### config.mk
export PLATFORM = sky130hd
export DESIGN_NAME = mu0_run_ctrl
export DESIGN_NICKNAME = d
export VERILOG_FILES = /design/src/rtl/mu0_run_pkg.sv /design/src/rtl/mu0_sat_counter.sv /design/src/rtl/mu0_run_ctrl.sv
export SDC_FILE = /design/constraint.sdc
export NUM_CORES = 1
export LEC_CHECK = 0
export ABC_AREA = 1
export CAP_MARGIN = 0
export CORE_MARGIN = 5
export CORE_UTILIZATION = 51
export CTS_CLUSTER_DIAMETER = 100
export DETAILED_ROUTE_END_ITERATION = 8
export GPL_TIMING_DRIVEN = 0
export PLACE_DENSITY = 0.91
export SLEW_MARGIN = 30
export SYNTH_ARGS = -nofsm -noshare
export SYNTH_HDL_FRONTEND = slang
export SYNTH_HIERARCHICAL = 1
export SYNTH_SLANG_ARGS = --single-unit
### constraint.sdc
create_clock -name Clk -period 2.55 [get_ports Clk]
set_input_delay 0.765 -clock Clk [delete_from_list [all_inputs] [get_ports Clk]]
set_output_delay 0.765 -clock Clk [all_outputs]
set_load 0.02 [all_outputs]
### src/rtl/mu0_run_pkg.sv
`default_nettype none
// ============================================================================
// Module   : mu0_run_pkg
// Purpose  : Shared types and constants for the MU0 run controller: FSM state
//            encoding and MU0 bus / write-counter widths.
// Revision : 1.0 - initial release
// ============================================================================
package mu0_run_pkg;

    localparam int ADDR_W  = 12;   // MU0 address bus width
    localparam int DATA_W  = 16;   // MU0 data bus width
    localparam int WRCNT_W = 16;   // write-strobe counter width

    typedef enum logic [1:0] {
        IDLE     = 2'd0,
        RST_CORE = 2'd1,
        RUN      = 2'd2,
        DONE     = 2'd3
    } state_t;

endpackage
`default_nettype wire

### src/rtl/mu0_sat_counter.sv
`default_nettype none
// ============================================================================
// Module   : mu0_sat_counter
// Purpose  : Up-counter with synchronous clear, count enable and saturation at
//            all-ones (never wraps).
// Ports    : clk   - clock, rising edge
//            rst_n - asynchronous active-low reset (count -> 0)
//            clr   - synchronous clear, wins over en
//            en    - increment enable
//            count - current count value
// Revision : 1.0 - initial release
// ============================================================================
module mu0_sat_counter #(
    parameter int WIDTH = 16
) (
    input  logic             clk,
    input  logic             rst_n,
    input  logic             clr,
    input  logic             en,
    output logic [WIDTH-1:0] count
);

    localparam logic [WIDTH-1:0] CNT_MAX = {WIDTH{1'b1}};
    localparam logic [WIDTH-1:0] CNT_ONE = {{(WIDTH-1){1'b0}}, 1'b1};

    always_ff @(posedge clk or negedge rst_n) begin
        if (!rst_n) begin
            count <= '0;
        end else if (clr) begin
            count <= '0;
        end else if (en && (count != CNT_MAX)) begin
            count <= count + CNT_ONE;
        end
    end

endmodule
`default_nettype wire

### src/rtl/mu0_run_ctrl.sv
`default_nettype none
// ============================================================================
// Module   : mu0_run_ctrl
// Purpose  : Run controller for the MU0 core. Holds the core in reset, releases
//            it RESET_CYCLES+1 edges after a start pulse, then watches halted
//            and the memory bus until the run ends by halt or timeout.
// Ports    : Clk, Reset (async, active-low)
//            start            - single-cycle run request (IDLE/DONE only)
//            halted, wr, addr - MU0 Halted / Wr / Addr
//            core_reset       - drives MU0 Reset (active-high)
//            running, done    - state flags
//            timeout          - run ended by TIMEOUT (valid while done)
//            cycles, writes   - saturating RUN-cycle / write-strobe counts
//            last_wr_addr     - address of the most recent write in RUN
// Option   : MU0_RUN_CTRL_BREAKPOINT_EN adds bp_valid, bp_addr, bp_hit; an
//            address match in RUN ends the run (priority below halted, above
//            timeout).
// Revision : 1.0 - initial release
// ============================================================================
module mu0_run_ctrl
    import mu0_run_pkg::*;
#(
    parameter int RESET_CYCLES = 2,
    parameter int CNT_W        = 16,
    parameter int TIMEOUT      = 1000
) (
    input  logic               Clk,
    input  logic               Reset,
    input  logic               start,
    input  logic               halted,
    input  logic               wr,
    input  logic [ADDR_W-1:0]  addr,
    output logic               core_reset,
    output logic               running,
    output logic               done,
    output logic               timeout,
    output logic [CNT_W-1:0]   cycles,
    output logic [WRCNT_W-1:0] writes,
    output logic [ADDR_W-1:0]  last_wr_addr
`ifdef MU0_RUN_CTRL_BREAKPOINT_EN
    ,
    input  logic               bp_valid,
    input  logic [ADDR_W-1:0]  bp_addr,
    output logic               bp_hit
`endif
);

    localparam int              RC_W     = (RESET_CYCLES > 1) ? $clog2(RESET_CYCLES) : 1;
    localparam logic [RC_W-1:0] RC_LOAD  = RC_W'(RESET_CYCLES - 1);
    localparam logic [CNT_W-1:0] TMO_LAST = CNT_W'(TIMEOUT - 1);

    state_t          state;
    logic [RC_W-1:0] rst_cnt;
    logic            in_run;
    logic            cnt_clr;
    logic            cyc_en;
    logic            wr_en;
    logic            tmo_hit;
    logic            bp_match;

    assign in_run  = (state == RUN);
    // start is only honoured in IDLE/DONE; the same edge clears all results.
    assign cnt_clr = start && ((state == IDLE) || (state == DONE));
    assign tmo_hit = (cycles == TMO_LAST);
    // The timeout edge still increments so cycles ends at exactly TIMEOUT;
    // halt and breakpoint edges do not count.
    assign cyc_en  = in_run && !halted && !bp_match;
    // Writes are captured on every RUN edge, including the terminating one.
    assign wr_en   = in_run && wr;

`ifdef MU0_RUN_CTRL_BREAKPOINT_EN
    assign bp_match = bp_valid && (addr == bp_addr);

    always_ff @(posedge Clk or negedge Reset) begin
        if (!Reset) begin
            bp_hit <= 1'b0;
        end else if (cnt_clr) begin
            bp_hit <= 1'b0;
        end else if (in_run && !halted && bp_match) begin
            bp_hit <= 1'b1;
        end
    end
`else
    assign bp_match = 1'b0;
`endif

    always_ff @(posedge Clk or negedge Reset) begin
        if (!Reset) begin
            state      <= IDLE;
            rst_cnt    <= '0;
            core_reset <= 1'b1;
            running    <= 1'b0;
            done       <= 1'b0;
            timeout    <= 1'b0;
        end else begin
            case (state)
                IDLE: begin
                    core_reset <= 1'b1;
                    if (start) begin
                        state   <= RST_CORE;
                        rst_cnt <= RC_LOAD;
                        timeout <= 1'b0;
                    end
                end
                RST_CORE: begin
                    // Holding core_reset here also clears a halted flag left
                    // over from the previous run before RUN samples it.
                    if (rst_cnt == '0) begin
                        state      <= RUN;
                        core_reset <= 1'b0;
                        running    <= 1'b1;
                    end else begin
                        rst_cnt <= rst_cnt - 1'b1;
                    end
                end
                RUN: begin
                    if (halted || bp_match || tmo_hit) begin
                        state   <= DONE;
                        running <= 1'b0;
                        done    <= 1'b1;
                        timeout <= !halted && !bp_match;
                    end
                end
                DONE: begin
                    // Core stays out of reset so its halted state is visible.
                    if (start) begin
                        state      <= RST_CORE;
                        rst_cnt    <= RC_LOAD;
                        core_reset <= 1'b1;
                        done       <= 1'b0;
                        timeout    <= 1'b0;
                    end
                end
                default: begin
                    state <= IDLE;
                end
            endcase
        end
    end

    always_ff @(posedge Clk or negedge Reset) begin
        if (!Reset) begin
            last_wr_addr <= '0;
        end else if (cnt_clr) begin
            last_wr_addr <= '0;
        end else if (wr_en) begin
            last_wr_addr <= addr;
        end
    end

    mu0_sat_counter #(.WIDTH(CNT_W)) u_cycles (
        .clk   (Clk),
        .rst_n (Reset),
        .clr   (cnt_clr),
        .en    (cyc_en),
        .count (cycles)
    );

    mu0_sat_counter #(.WIDTH(WRCNT_W)) u_writes (
        .clk   (Clk),
        .rst_n (Reset),
        .clr   (cnt_clr),
        .en    (wr_en),
        .count (writes)
    );

endmodule
`default_nettype wire

==> summary.md <==
| Metric | Value |
|---|---|
| Final ANT Viol Nets | 0 |
| Worst min path class | input pin to asynchronous set/reset pin |
| Vias in the first global route | 2786 |
| Max-cap violation count | 0 |
| # placed instances | 553 |
| Synth cell types | 29 |
| Post-synth top area share | 40.7% |
| Total gr overflow | 0 |
| Post-Synthesis Cells | 414 |
| R2R depth | 9 |
| Register area share after synthesis | 41.5% |
| Endpoint class of the critical path | flop |
| Vias | 3015 |
| Layout cells sized above 1 | 9.67% |
| Ant diodes | 0 |
| Hold Vio Cnt, Final | 0 |
| RSZ-0062 raised after global routing | false |
| Main flop type after synthesis | dfrtp_1 |
| Largest net degree at the start of global routing | 52 |
| Avg Synthesized Cell Area | 7.43 um^2 |
| Crit Path Class | input pin to flop |
| Status | complete, no violations |
| Final core occ | 67.1% |
| Ys async rst share | 100% |
| Drc violations | 0 |
| CP max stage delay | 0.50 ns |
| Yosys warning count | 6 |
| P_leak | 0.00191 uW |
| Slowest stage cell, crit path | clkdlybuf4s50_1 |
| Fin. max-slew vios | 0 |
| Period utilization | 89.7% |
| I/O pins | 65 |
| Reg-to-Reg End | u_writes/count[2]$_DFFE_PN0P_ |
| Die area | 7690 um^2 |
| Critical path, cell by cell | clkdlybuf4s50_1 > nand2_2 > buf_2 > inv_1 > inv_1 > nand2_4 > inv_4 > buf_12 > nand2_1 > nand2_1 |
| Fin worst setup slack | 0.263 ns |
| CTS Root Buffer Type | clkbuf_8 |
| Post-synth top area cell | dfrtp_1 |
| FF+latch count, synth | 51 |
| FMAX | 437 MHz |
| GR Util All Layers | 21.2% |
| H-tree Lvls | 2 |
| Gpl congestion | 0.879 |
| Core Rows | 28 |
| Final setup violation count | 0 |
| Maximum clock path buffer count | 2 |
| Largest cells by area after synthesis | dfrtp_1, nand2_1, nand3_1, inv_1, nand4_1 |
| WL final | 7.88 mm |
| Critical path data arrival time | 2.48 ns |
| Area of the mapped netlist | 3080 um^2 |
| Post-place setup slack | -0.177 ns |
| CTS Buf Count | 5 |
| Startpoint Class | input pin |
| Setup crit end | u_writes/count[4]$_DFFE_PN0P_ |
| Required @ worst endpoint | 2.74 ns |
| Overall power | 3260 uW |
| VDD IR-drop max | 459 uV |
| Die Wd | 87.7 um |
| Die Height | 87.7 um |
| Pwr dens | 827 nW/um^2 |
| Pre-Repair DR Iteration Count | 5 |
| CTS Sinks | 51 |
| Worst skew pair latency | 0.31 ns |
| Syn_nets | 437 |
| Initial Util | 52.3% |
| Dpl hpwl | 5.66 mm |
| Crit path from | start |
| Syn-to-layout area delta | 28.3% |
| Via density | 5.37 |
| CORE AREA | 5890 um^2 |
| Worst relative slew slack | 58.6% |
| Worst Max-Slew Pin Slew | 0.621 ns |
| Non-Filler Instances | 561 |
| Clk slew on worst S/H paths | 0.10 ns |
| Initial antenna violation count | 0 |
| Minimum clock period | 2.29 ns |
| EDFF count, synth | 0 |
| Hold_ws | 0.469 ns |
| CTS tree | built |
| Clk_skew | 0.00790 ns |
| Worst reg2reg path startpoint | state[0]$_DFFE_PN0P_ |
| I/O Buffers | 64 |
| CP Max Fanout | 10 |
| Routed length per placed instance | 14.0 um |
| Drt initial violations | 171 |
| First-pass GRT wire length | 13.1 mm |
| FF-to-FF setup slack | 0.29 ns |
| Final net count | 508 |
## layer usage
metal | vias to the layer above | wire length, um | share of wire (%) | global-route usage (%)
met5 | - | 0 | 0 | 0
met4 | 0 | 136 | 1.7 | 7.95
met3 | 14 | 597 | 7.6 | 3.29
met2 | 143 | 3780 | 48 | 34.2
met1 | 1387 | 3360 | 43 | 28.8
li1 | 1471 | - | - | -
## sequential cells by signal (all words and copies together) (netlist names)
name            count
core_reset          1
u_writes/count     16
timeout             1
rst_cnt             1
last_wr_addr       12
running             1
state               2
done                1
u_cycles/count     16
## worst min path at each step
| stage | slack [ns] | from | cells after the start | end |
|---|---|---|---|---|
| floorplan | 0.47 | Reset | 0 | done$_DFFE_PN0P_ |
| global placement | 0.46 | done$_DFFE_PN0P_ | 2 | done$_DFFE_PN0P_ |
| detailed placement | 0.47 | timeout$_DFFE_PN0P_ | 2 | timeout$_DFFE_PN0P_ |
| CTS | 0.49 | Reset | 1 | u_cycles/count[10]$_DFFE_PN0P_ |
| global route | 0.51 | core_reset$_DFFE_PN1P_ | 2 | core_reset$_DFFE_PN1P_ |
| finish | 0.47 | Reset | 1 | u_cycles/count[10]$_DFFE_PN0P_ |
## power breakdown
| part | switching, uW | internal (uW) |
|---|---|---|
| Combinational | 929 | 593 |
| Clock | 276 | 391 |
| Sequential | 112 | 963 |
| Total | 1320 | 1950 |
## critical path, delay by kind of cell
kind,cells,cell delay [ns]
buffers and inverters,6,1.31
and+or+nand+nor,4,0.39
## through the flow
stage | setup TNS [ns] | instance area, um^2
after floorplan | 0 | 3080
after global placement | -40.57 | 3810
after detailed placement | -2.41 | 3810
after CTS | 0 | 3950
after global routing | 0 | 3950
final | 0 | 3950
## cells in the mapped netlist, drive strengths merged (4+ instances only)
cell / count
nand4: 21
buf: 10
o21bai: 4
nor2: 41
nand2: 158
ha: 6
xnor2: 4
o21ai: 12
nand3: 53
xor2: 6
inv: 40
dfrtp: 50
## kinds of logic after synthesis
| kind of cell | synth area share [%] |
|---|---|
| and+or+nand+nor | 41.3 |
| adders and majority gates | 2.44 |
| AOI/OAI and AO/OA | 4.23 |
| DFF | 41.5 |
| xor gates and xnor gates | 2.85 |
| buffers and inverters | 7.65 |
## final cells by class
cell class	instances	area, um^2
Inverter	40	155
Timing Repair Buffer	64	638
Buffer	10	82.6
Clock inverter	3	67.6
Tap cell	75	93.8
Fill cell	465	1940
Multi-Input combinational cell	313	1560
Sequential cell	51	1280
Clock buffer	5	68.8
## cell usage in the layout, fill, tap and decap left out, drive strengths merged, types with 2 or more instances in the layout
master	Yosys	layout
nand2	158	158
clkdlybuf4s50	0	63
nand3	53	53
dfrtp	50	50
nor2	41	41
inv	40	40
nand4	21	21
o21ai	12	12
buf	10	9
clkbuf	0	7
ha	6	6
xor2	6	6
xnor2	4	4
o21bai	4	4
bufinv	0	2
a21oi	2	2
or2	2	2
nor3	2	2
## what timing repair did
| action | in CTS | in global routing |
|---|---|---|
| hold buffers | 0 | 0 |
| resized for setup | 0 | 2 |
| endpoints found under the hold margin | 0 | 0 |
| endpoints found under the setup margin | 0 | 15 |
| setup buffers | 0 | 0 |
No activity file was read; power rests on OpenSTA's default activity.
